--- src/rtl/kvs_req_arbiter.sv ---
// rtl/kvs_req_arbiter.sv - N-port round-robin KVS request arbiter with in-order response routing
// Optional per-port grant/drop counters are built when KVS_ARB_STATS_EN is defined.
module kvs_req_arbiter #(
    parameter int NUM_PORTS  = 2,
    parameter int KEY_SIZE   = 96,
    parameter int FLAG_SIZE  = 4,
    parameter int FIFO_DEPTH = 4,
    parameter int MAX_OUTST  = 8
) (
    input  logic                           clk,
    input  logic                           rst,
    input  logic [NUM_PORTS*KEY_SIZE-1:0]  in_key,
    input  logic [NUM_PORTS*FLAG_SIZE-1:0] in_flag,
    input  logic [NUM_PORTS-1:0]           in_valid,
    output logic [NUM_PORTS-1:0]           res_valid,
    output logic [FLAG_SIZE-1:0]           res_flag,
    output logic [KEY_SIZE-1:0]            db_key,
    output logic [FLAG_SIZE-1:0]           db_flag,
    output logic                           db_valid,
    input  logic                           db_ready,
    input  logic                           db_out_valid,
    input  logic [FLAG_SIZE-1:0]           db_out_flag,
`ifdef KVS_ARB_STATS_EN
    output logic [NUM_PORTS*32-1:0]        req_cnt,
    output logic [NUM_PORTS*32-1:0]        drop_cnt,
`endif
    output logic [NUM_PORTS-1:0]           drop_pulse
);

    localparam int DW = KEY_SIZE + FLAG_SIZE;
    localparam int AW = $clog2(FIFO_DEPTH);
    localparam int TW = $clog2(MAX_OUTST);
    localparam int PW = (NUM_PORTS > 1) ? $clog2(NUM_PORTS) : 1;

    logic [DW-1:0]        w_head [NUM_PORTS];
    logic [NUM_PORTS-1:0] w_nempty;
    logic [NUM_PORTS-1:0] w_pop;
    logic [NUM_PORTS-1:0] w_drop;
    logic [PW-1:0]        w_gnt;
    logic                 w_found;
    logic                 w_load;
    logic                 w_grant;
    logic                 w_tag_pop;
    logic                 w_tag_full;
    logic                 w_tag_empty;

    logic [PW-1:0]        r_rr;
    logic                 r_db_valid;
    logic [KEY_SIZE-1:0]  r_db_key;
    logic [FLAG_SIZE-1:0] r_db_flag;
    logic [NUM_PORTS-1:0] r_res_valid;
    logic [FLAG_SIZE-1:0] r_res_flag;
    logic [NUM_PORTS-1:0] r_drop;
    logic [PW-1:0]        r_tag_mem [MAX_OUTST];
    logic [TW:0]          r_tag_wp;
    logic [TW:0]          r_tag_rp;

    genvar gp;
    generate
        for (gp = 0; gp < NUM_PORTS; gp++) begin : g_port
            logic [DW-1:0] r_mem [FIFO_DEPTH];
            logic [AW:0]   r_wp;
            logic [AW:0]   r_rp;
            logic          w_full;
            logic          w_push;

            assign w_full       = (r_wp[AW] != r_rp[AW]) && (r_wp[AW-1:0] == r_rp[AW-1:0]);
            assign w_nempty[gp] = (r_wp != r_rp);
            assign w_head[gp]   = r_mem[r_rp[AW-1:0]];
            assign w_pop[gp]    = w_grant && (w_gnt == PW'(gp));
            // A grant from a full FIFO frees its slot for this cycle's push
            assign w_push       = in_valid[gp] && (!w_full || w_pop[gp]);
            assign w_drop[gp]   = in_valid[gp] && !w_push;

            always_ff @(posedge clk) begin
                if (w_push)
                    r_mem[r_wp[AW-1:0]] <= {in_key[gp*KEY_SIZE +: KEY_SIZE],
                                            in_flag[gp*FLAG_SIZE +: FLAG_SIZE]};
            end

            always_ff @(posedge clk or posedge rst) begin
                if (rst) begin
                    r_wp <= '0;
                    r_rp <= '0;
                end else begin
                    if (w_push)
                        r_wp <= r_wp + 1'b1;
                    if (w_pop[gp])
                        r_rp <= r_rp + 1'b1;
                end
            end
        end
    endgenerate

    always_comb begin : p_grant
        int v_idx;
        v_idx   = 0;
        w_found = 1'b0;
        w_gnt   = '0;
        for (int i = 0; i < NUM_PORTS; i++) begin
            v_idx = int'(r_rr) + i;
            if (v_idx >= NUM_PORTS)
                v_idx = v_idx - NUM_PORTS;
            if (!w_found && w_nempty[v_idx[PW-1:0]]) begin
                w_found = 1'b1;
                w_gnt   = v_idx[PW-1:0];
            end
        end
    end

    assign w_tag_empty = (r_tag_wp == r_tag_rp);
    assign w_tag_full  = (r_tag_wp[TW] != r_tag_rp[TW]) && (r_tag_wp[TW-1:0] == r_tag_rp[TW-1:0]);
    assign w_tag_pop   = db_out_valid && !w_tag_empty;
    assign w_load      = !r_db_valid || db_ready;
    // A response retiring a tag this cycle makes room for the new grant's tag
    assign w_grant     = w_load && w_found && (!w_tag_full || w_tag_pop);

    always_ff @(posedge clk) begin
        if (w_grant)
            r_tag_mem[r_tag_wp[TW-1:0]] <= w_gnt;
    end

    always_ff @(posedge clk or posedge rst) begin
        if (rst) begin
            r_rr        <= '0;
            r_db_valid  <= 1'b0;
            r_db_key    <= '0;
            r_db_flag   <= '0;
            r_tag_wp    <= '0;
            r_tag_rp    <= '0;
            r_res_valid <= '0;
            r_res_flag  <= '0;
            r_drop      <= '0;
        end else begin
            if (w_load) begin
                r_db_valid <= w_grant;
                if (w_grant)
                    {r_db_key, r_db_flag} <= w_head[w_gnt];
            end
            if (w_grant) begin
                r_rr     <= (w_gnt == PW'(NUM_PORTS - 1)) ? '0 : w_gnt + 1'b1;
                r_tag_wp <= r_tag_wp + 1'b1;
            end
            if (w_tag_pop) begin
                r_tag_rp    <= r_tag_rp + 1'b1;
                r_res_valid <= NUM_PORTS'(1) << r_tag_mem[r_tag_rp[TW-1:0]];
                r_res_flag  <= db_out_flag;
            end else begin
                r_res_valid <= '0;
            end
            r_drop <= w_drop;
        end
    end

    assign db_valid   = r_db_valid;
    assign db_key     = r_db_key;
    assign db_flag    = r_db_flag;
    assign res_valid  = r_res_valid;
    assign res_flag   = r_res_flag;
    assign drop_pulse = r_drop;

`ifdef KVS_ARB_STATS_EN
    generate
        for (gp = 0; gp < NUM_PORTS; gp++) begin : g_stats
            logic [31:0] r_req;
            logic [31:0] r_drp;

            always_ff @(posedge clk or posedge rst) begin
                if (rst) begin
                    r_req <= '0;
                    r_drp <= '0;
                end else begin
                    if (w_pop[gp] && (r_req != 32'hFFFF_FFFF))
                        r_req <= r_req + 1'b1;
                    if (w_drop[gp] && (r_drp != 32'hFFFF_FFFF))
                        r_drp <= r_drp + 1'b1;
                end
            end

            assign req_cnt[gp*32 +: 32]  = r_req;
            assign drop_cnt[gp*32 +: 32] = r_drp;
        end
    endgenerate
`endif

endmodule

--- config.mk ---
export PLATFORM = sky130hd
export DESIGN_NAME = kvs_req_arbiter
export DESIGN_NICKNAME = d
export VERILOG_FILES = /design/src/rtl/kvs_req_arbiter.sv
export SDC_FILE = /design/constraint.sdc
export NUM_CORES = 1
export LEC_CHECK = 0
export ABC_AREA = 1
export BUFFER_PORTS_ARGS = -buffer_cell sky130_fd_sc_hd__buf_2
export CAP_MARGIN = 15
export CORE_MARGIN = 1.5
export CORE_UTILIZATION = 54
export DETAILED_ROUTE_END_ITERATION = 12
export MAX_ROUTING_LAYER = met4
export PLACE_DENSITY = 0.76
export SLEW_MARGIN = 20
export SYNTH_ARGS = -nofsm -noshare
export SYNTH_HDL_FRONTEND = slang
export SYNTH_SLANG_ARGS = --single-unit
export TNS_END_PERCENT = 20
--- constraint.sdc ---
create_clock -name clk -period 6.6 [get_ports clk]
set_clock_uncertainty 0.1 [all_clocks]
set_input_delay 0.66 -clock clk [delete_from_list [all_inputs] [get_ports clk]]
set_output_delay 0.66 -clock clk [all_outputs]
set_load 0.01 [all_outputs]
==> qor.yml, run 1 <==
pin_count_of_the_biggest_net_entering_global_routing: 110
synth_top_cell_by_area: "sky130_fd_sc_hd__edfxtp_1"
peakVddDrop_v: 0.000478
synth_simple_gate_area_share_pct: 10.1
synth.net_count: 2914
timing.final.max_slew_violations: 0
place_ws_ns: 2.12
synth_top_family_by_area: "simple AND/OR/NAND/NOR gates"
synth_area_in_xor_xnor_pct: 0.320
finalWorstSetupSlack_ns: 2.13
clock_sink_count: 938
ioPinCount: 319
fmax_mhz: 224
cts_hold_buf: 0
post_synthesis_instance_area_um2: 35600
synth.area.mux_share_pct: 0.155
post_synth_main_area_contributors: "sky130_fd_sc_hd__edfxtp_1 68%, sky130_fd_sc_hd__dfrtp_1 9.1%, sky130_fd_sc_hd__o21ai_0 5.7%"
antenna_violating_nets_remaining: 0
final.setup.tns_ns: 0
via_count: 23152
worst_path_max_delay_cell: "sky130_fd_sc_hd__nor2_4"
worst_setup_path_end_kind: "flip-flop"
synth_edf_count: 808
timing.critical_path.max_delay_family: "simple AND/OR/NAND/NOR gates"
core_um2: 64800
net-switching-power_w: 0.00715
critical_path.max_stage_delay_ns: 0.92
r2r-end: "g_port[0].r_mem[0][61]"
synth.top_cells.by_count: "808 x sky130_fd_sc_hd__edfxtp_1, 431 x sky130_fd_sc_hd__nor2_1, 406 x sky130_fd_sc_hd__o21ai_0"
yosys.area_share.adder_pct: 0.422
timing.max_cap.violations: 0
grt_first_pass_wirelength_um: 134000
path_cells: "inv_6 > nand2_1 > nand2_1 > nand3_1 > nor2_1 > nor2_2 > nand3_2 > nand2_1 > nand2_1 > nor2_4 > buf_4"
number_of_synthesized_register_bits: 938
worst_reg2reg_path_depth: 11
buffer_ports.inserted: 318
clkTransAtPathRegs_ns: 0.06
drive_above_1_share_pct: 17.0
layout.core_utilization_pct: 63.5
crit_top_cell: "sky130_fd_sc_hd__nand2_1"
detail_route.wirelength_um: 89200
grt_setup_unrepaired: "false"
fin_nets: 3198
filler_cell_count: 4590
timing.rr.start: "g_port[0].r_rp[0]"
crit_path_start_kind: "flip-flop"
floorplan.initialDensity_pct: 54.9
finalWorstPathRequiredPeriod_ns: 4.47
remaining_drcs: 0
power.switching_fraction_pct: 35.6
first_pass_iters: 6
slew_worst_pin_ns: 1.09
netlist.area_leader.share_pct: 68.2
ctsRootBufferMaster: "sky130_fd_sc_hd__clkbuf_16"
synth_flop_cell: "sky130_fd_sc_hd__edfxtp_1"
p_per_area_nw_per_um2: 488
clock_power_share_pct: 26.2
via_count_of_the_first_global_routing_pass: 23039
worst_slew_margin_rel_pct: 27.6
finalSetupViolations: 0
detailedRoute.firstIterationViolations: 2532
global_route.overflow_total: 0
min_period_over_period_pct: 67.7
grtUsageTotal_pct: 27.2
run_status: "finished, final reports clean"
required_time_at_the_worst_slack_endpoint_ns: 6.80
yosysSeqAreaShare_pct: 77.3
fin_worst_hold_slack_ns: 0.126
cp.buffers_inverters: 2
finalHoldViolations: 0
critical_path_class: "reg2reg"
fp.dieH_um: 260
synth_compound_area_share_pct: 9.33
min_path_type: "in2async"
rows: 93
sequential_cell_area_um2: 27500
clk_path_buf_depth: 3
post-dp-hpwl_um: 53700
post_drt_wl_per_cell_um: 22.6
final_cell_count_no_fill: 3955
avgSynthCellArea_um2: 13.2
postCtsSetupRepairBufs: 0
grt_antenna_before_repair: 41
clock_tree.htree_level_count: 3
synthesis.yosys.warnings: 0
p_seq_share_pct: 43.3
cts_made_buffers: 91
multi_input_comb_area_um2: 7300
tritoncts: "done"
numPlacedInstances: 3738
clk-insertion-delay-late_ns: 0.65
timing.reg2reg.setup_slack_ns: 2.13
syn_inst: 2692
flow.area_growth_from_synthesis_pct: 15.6
dieArea_um2: 67500
crit_arrival_ns: 4.67
total_leakage_power_nw: 14.9
cellInternalPower_w: 0.0129
postSynth.asyncResetShare_pct: 13.9
floorplan.die.width_um: 260
cp.depth: 11
post_cts_resize_count: 0
routed_via_density: 5.85
weighted_congestion_reported_at_the_end_of_routability_driven_placement: 0.870
timing.critical_path.fanout_max: 109
synthMostInstantiatedCell: "sky130_fd_sc_hd__edfxtp_1"
power.combinational.fraction_pct: 30.5
ys_types: 25
placed cells by master (no fill, tap or decap), types with 4 or more instances in the layout:
master and n:
sky130_fd_sc_hd__dfrtp_1 126, sky130_fd_sc_hd__nand3_1 111, sky130_fd_sc_hd__inv_1 28, sky130_fd_sc_hd__diode_2 47
sky130_fd_sc_hd__bufinv_16 12, sky130_fd_sc_hd__ha_1 12, sky130_fd_sc_hd__inv_6 7, sky130_fd_sc_hd__edfxtp_1 808
sky130_fd_sc_hd__clkbuf_1 36, sky130_fd_sc_hd__clkinv_2 11, sky130_fd_sc_hd__xor2_1 10, sky130_fd_sc_hd__clkinv_1 4
sky130_fd_sc_hd__clkbuf_16 92, sky130_fd_sc_hd__clkbuf_8 6, sky130_fd_sc_hd__nand2_1 360, sky130_fd_sc_hd__mux2_2 4
sky130_fd_sc_hd__nor2_1 423, sky130_fd_sc_hd__o21ai_0 406, sky130_fd_sc_hd__buf_4 33, sky130_fd_sc_hd__buf_2 318
sky130_fd_sc_hd__dfrtp_4 4, sky130_fd_sc_hd__o22ai_1 202, sky130_fd_sc_hd__nor2_4 9
final cells by class:
class	instances	share of cell area, %
timing repair buffer	357	4.70
tap	855	2.60
antenna	47	0.286
clock buffer	134	6.12
multi-input combinational	1553	17.7
clock inverter	36	1.29
sequential	938	66.9
inverter	35	0.371
stage by stage:
| stage | total power, W | cell area [µm²] |
|---|---|---|
| 6_report | 0.0201 | 41200 |
| 5_1_grt | 0.0211 | 41100 |
| 4_1_cts | 0.0201 | 41000 |
| 3_5_place_dp | 0.0148 | 38000 |
| 3_3_place_gp | 0.0146 | 38000 |
| 2_1_floorplan | 0.0128 | 35600 |
kinds of logic (layout without fill, tap and decap cells):
kind of cell             Yosys count  after routing
flip-flops                       938            938
AO/OA/AOI/OAI                    612            612
buffers and inverters            201            562
AND/OR/NAND/NOR                  911            911
other                              0             47
adder cells (fa/ha/maj)           12             12
XOR/XNOR                          13             13
multiplexers                       5              5
sequential cells by signal, summed over array words and instances (netlist names), 4 cells and up:
name          count
g_port.r_rp       6
r_tag_mem         8
r_tag_wp          4
db_key           96
r_tag_rp          4
g_port.r_wp       6
db_flag           4
res_flag          4
g_port.r_mem    800
worst max path at each step:
| stage | start | to | slack, ns |
|---|---|---|---|
| floorplan | g_port[1].r_wp[0] | g_port[0].r_mem[0][0] | 0.52 |
| global placement | g_port[1].r_rp[1] | g_port[0].r_mem[0][78] | 2.24 |
| detailed placement | g_port[0].r_rp[0] | g_port[0].r_mem[0][75] | 2.12 |
| CTS | g_port[0].r_rp[0] | g_port[1].r_mem[2][1] | 2.14 |
| global route | g_port[0].r_rp[0] | g_port[0].r_mem[0][75] | 1.82 |
| finish | g_port[0].r_rp[0] | g_port[0].r_mem[0][61] | 2.13 |
layer usage:
layer  part of all wire [%]  track usage [%]
met3                     10             6.58
met4                    2.6             10.7
met5                      0                -
met2                     50             43.6
met1                     37             33.7
worst register-to-register path: cells and delay by family, from the launching register on:
family	cells	cell delay, ns
and+or+nand+nor	9	2.24
buffers and inverters	2	0.93
DFF	1	0.86
power by group through the flow:
stage | clock [W] | sequential (W) | combinational [W]
5_1_grt | 0.00555 | 0.00879 | 0.00675
2_1_floorplan | 0 | 0.00883 | 0.00392
3_3_place_gp | 0 | 0.00874 | 0.00582
4_1_cts | 0.00532 | 0.00868 | 0.00611
3_5_place_dp | 0 | 0.00878 | 0.00606
6_report | 0.00527 | 0.00869 | 0.00613
No activity file was read; power rests on OpenSTA's default activity.
==> run 2, diff against run 1 <==
==> constraint.sdc (replaced) <==
create_clock -name clk -period 4.6 [get_ports clk]
set_clock_uncertainty 0.1 [all_clocks]
set_input_delay 0.46 -clock clk [delete_from_list [all_inputs] [get_ports clk]]
set_output_delay 0.46 -clock clk [all_outputs]
set_load 0.01 [all_outputs]
==> qor.yml, run 2 (same netlist as run 1, synthesis figures left out) <==
worst_path_max_delay_cell: "sky130_fd_sc_hd__dfrtp_4"
detail_route.wirelength_um: 95200
first_pass_iters: 6
clock_tree.htree_level_count: 3
detailedRoute.firstIterationViolations: 3028
crit_top_cell: "sky130_fd_sc_hd__nand2_1"
antenna_violating_nets_remaining: 0
worst_slew_margin_rel_pct: 28.8
total_leakage_power_nw: 15.8
dieArea_um2: 67500
via_count_of_the_first_global_routing_pass: 24714
ctsRootBufferMaster: "sky130_fd_sc_hd__clkbuf_16"
layout_commonest_cell: "sky130_fd_sc_hd__edfxtp_1"
floorplan.die.width_um: 260
pin_count_of_the_biggest_net_entering_global_routing: 203
place_ws_ns: 1.12
post-dp-hpwl_um: 53600
run_status: "finished, final reports clean"
clock_sink_count: 938
routed_via_density: 5.94
finalWorstSetupSlack_ns: 1.21
hold_depth: 3
worst_setup_path_end_kind: "flip-flop"
slew_worst_pin_ns: 1.07
via_count: 24573
layout.cells.most_common_list: "808 x sky130_fd_sc_hd__edfxtp_1, 423 x sky130_fd_sc_hd__nor2_1, 406 x sky130_fd_sc_hd__o21ai_0, 360 x sky130_fd_sc_hd__nand2_1, 318 x sky130_fd_sc_hd__buf_2"
final_area_um2: 43200
core_um2: 64800
r2r-end: "g_port[1].r_mem[2][10]"
rows: 93
fmax_mhz: 295
clk_path_buf_depth: 3
min_path_type: "in2reg"
worst_reg2reg_path_depth: 9
flow.area_growth_from_synthesis_pct: 21.4
largest_reg_flops: 800
crit_start: "g_port[0].r_rp[1]"
global_route.overflow_total: 0
fp.dieH_um: 260
min_to: "r_tag_rp[2]"
finalHoldViolations: 0
timing.critical_path.fanout_max: 58
drive_above_1_share_pct: 16.3
timing.final.max_slew_violations: 0
postCtsSetupRepairBufs: 0
timing.max_cap.violations: 0
timing.reg2reg.setup_slack_ns: 1.21
fin_nets: 3403
timing.rr.start: "g_port[0].r_rp[1]"
critical_path_class: "reg2reg"
clk-insertion-delay-late_ns: 0.63
min_period_over_period_pct: 73.7
grt_setup_unrepaired: "false"
tritoncts: "done"
crit_path_start_kind: "flip-flop"
remaining_drcs: 0
weighted_congestion_reported_at_the_end_of_routability_driven_placement: 0.811
crit_arrival_ns: 3.54
cts_made_buffers: 91
post_drt_wl_per_cell_um: 23.0
fin_worst_hold_slack_ns: 0.0442
grt_first_pass_wirelength_um: 143000
required_time_at_the_worst_slack_endpoint_ns: 4.75
dpl-instance-area_um2: 38100
critical_path.max_stage_delay_ns: 0.94
floorplan.initialDensity_pct: 54.9
p_per_area_nw_per_um2: 677
finalSetupViolations: 0
buffer_ports.inserted: 318
filler_cell_count: 4358
ioPinCount: 319
grt_antenna_before_repair: 16
path_cells: "nand2_1 > nand2_1 > nand3_1 > nand2_1 > nand2_2 > o21ai_2 > nand2_1 > nor2_4 > buf_4"
clkTransAtPathRegs_ns: 0.06
finalWorstPathRequiredPeriod_ns: 3.39
hold_path.startpoint: "db_out_valid"
peakVddDrop_v: 0.000557
grtUsageTotal_pct: 29.0
run 2: critical path, delay by kind of cell, from the launching register on:
kind / cells / cell delay, ns
simple gates: 7 / 1.05
compound gates: 1 / 0.26
buf+inv: 1 / 0.58
flops: 1 / 0.94
run 2: worst max path at each step:
stage	to	slack, ns	cells after the start
3_5_place_dp	db_key[8]	1.12	7
6_report	g_port[1].r_mem[2][10]	1.21	9
4_1_cts	db_key[4]	1.02	7
5_1_grt	g_port[1].r_mem[2][10]	1.02	9
3_3_place_gp	db_key[35]	1.21	7
2_1_floorplan	g_port[0].r_mem[0][0]	-1.48	9
run 2: timing repair:
action / CTS / global route
hold buffers: 207 / 0
gates resized for setup: 0 / 0
endpoints found under the hold margin: 861 / 0
run 2: cell type report:
class                   count  area (µm²)  area share (%)
clock buffers             123        2550            5.90
well taps                 855        1070            2.48
multi-input cells        1553        7300            16.9
inverters                  35         153           0.353
clock inverters            47         454            1.05
repair buffers            562        4090            9.46
flip-flops and latches    938       27500            63.7
diodes                     21        52.6           0.122
run 2: where the power goes:
group	internal (W)	switching (W)	leakage, nW
combinational	0.00268	0.00647	5.30
sequential	0.0115	0.00110	8.99
clock	0.00430	0.00314	1.48
total	0.0185	0.0107	15.8
run 2: metal layers:
layer | global-route usage (%) | routed length, µm | part of all wire, % | vias up
li1 | - | - | - | 10773
met1 | 37.7 | 36100 | 38 | 12108
met2 | 45.9 | 46500 | 49 | 1447
met3 | 5.29 | 9580 | 10 | 245
met4 | 10.9 | 3020 | 3.2 | 0
met5 | - | 0 | 0 | -
run 2: metrics by stage:
stage	TNS [ns]	power, W	utilization (%)	cells
final	0	0.0292	66.6	4134
after global routing	0	0.0306	66.6	4129
after CTS	0	0.0291	66.6	4113
after detailed placement	0	0.0215	58.7	3736
after global placement	0	0.0211	58.7	3736
after floorplan	-1184.53	0.0183	-	2692
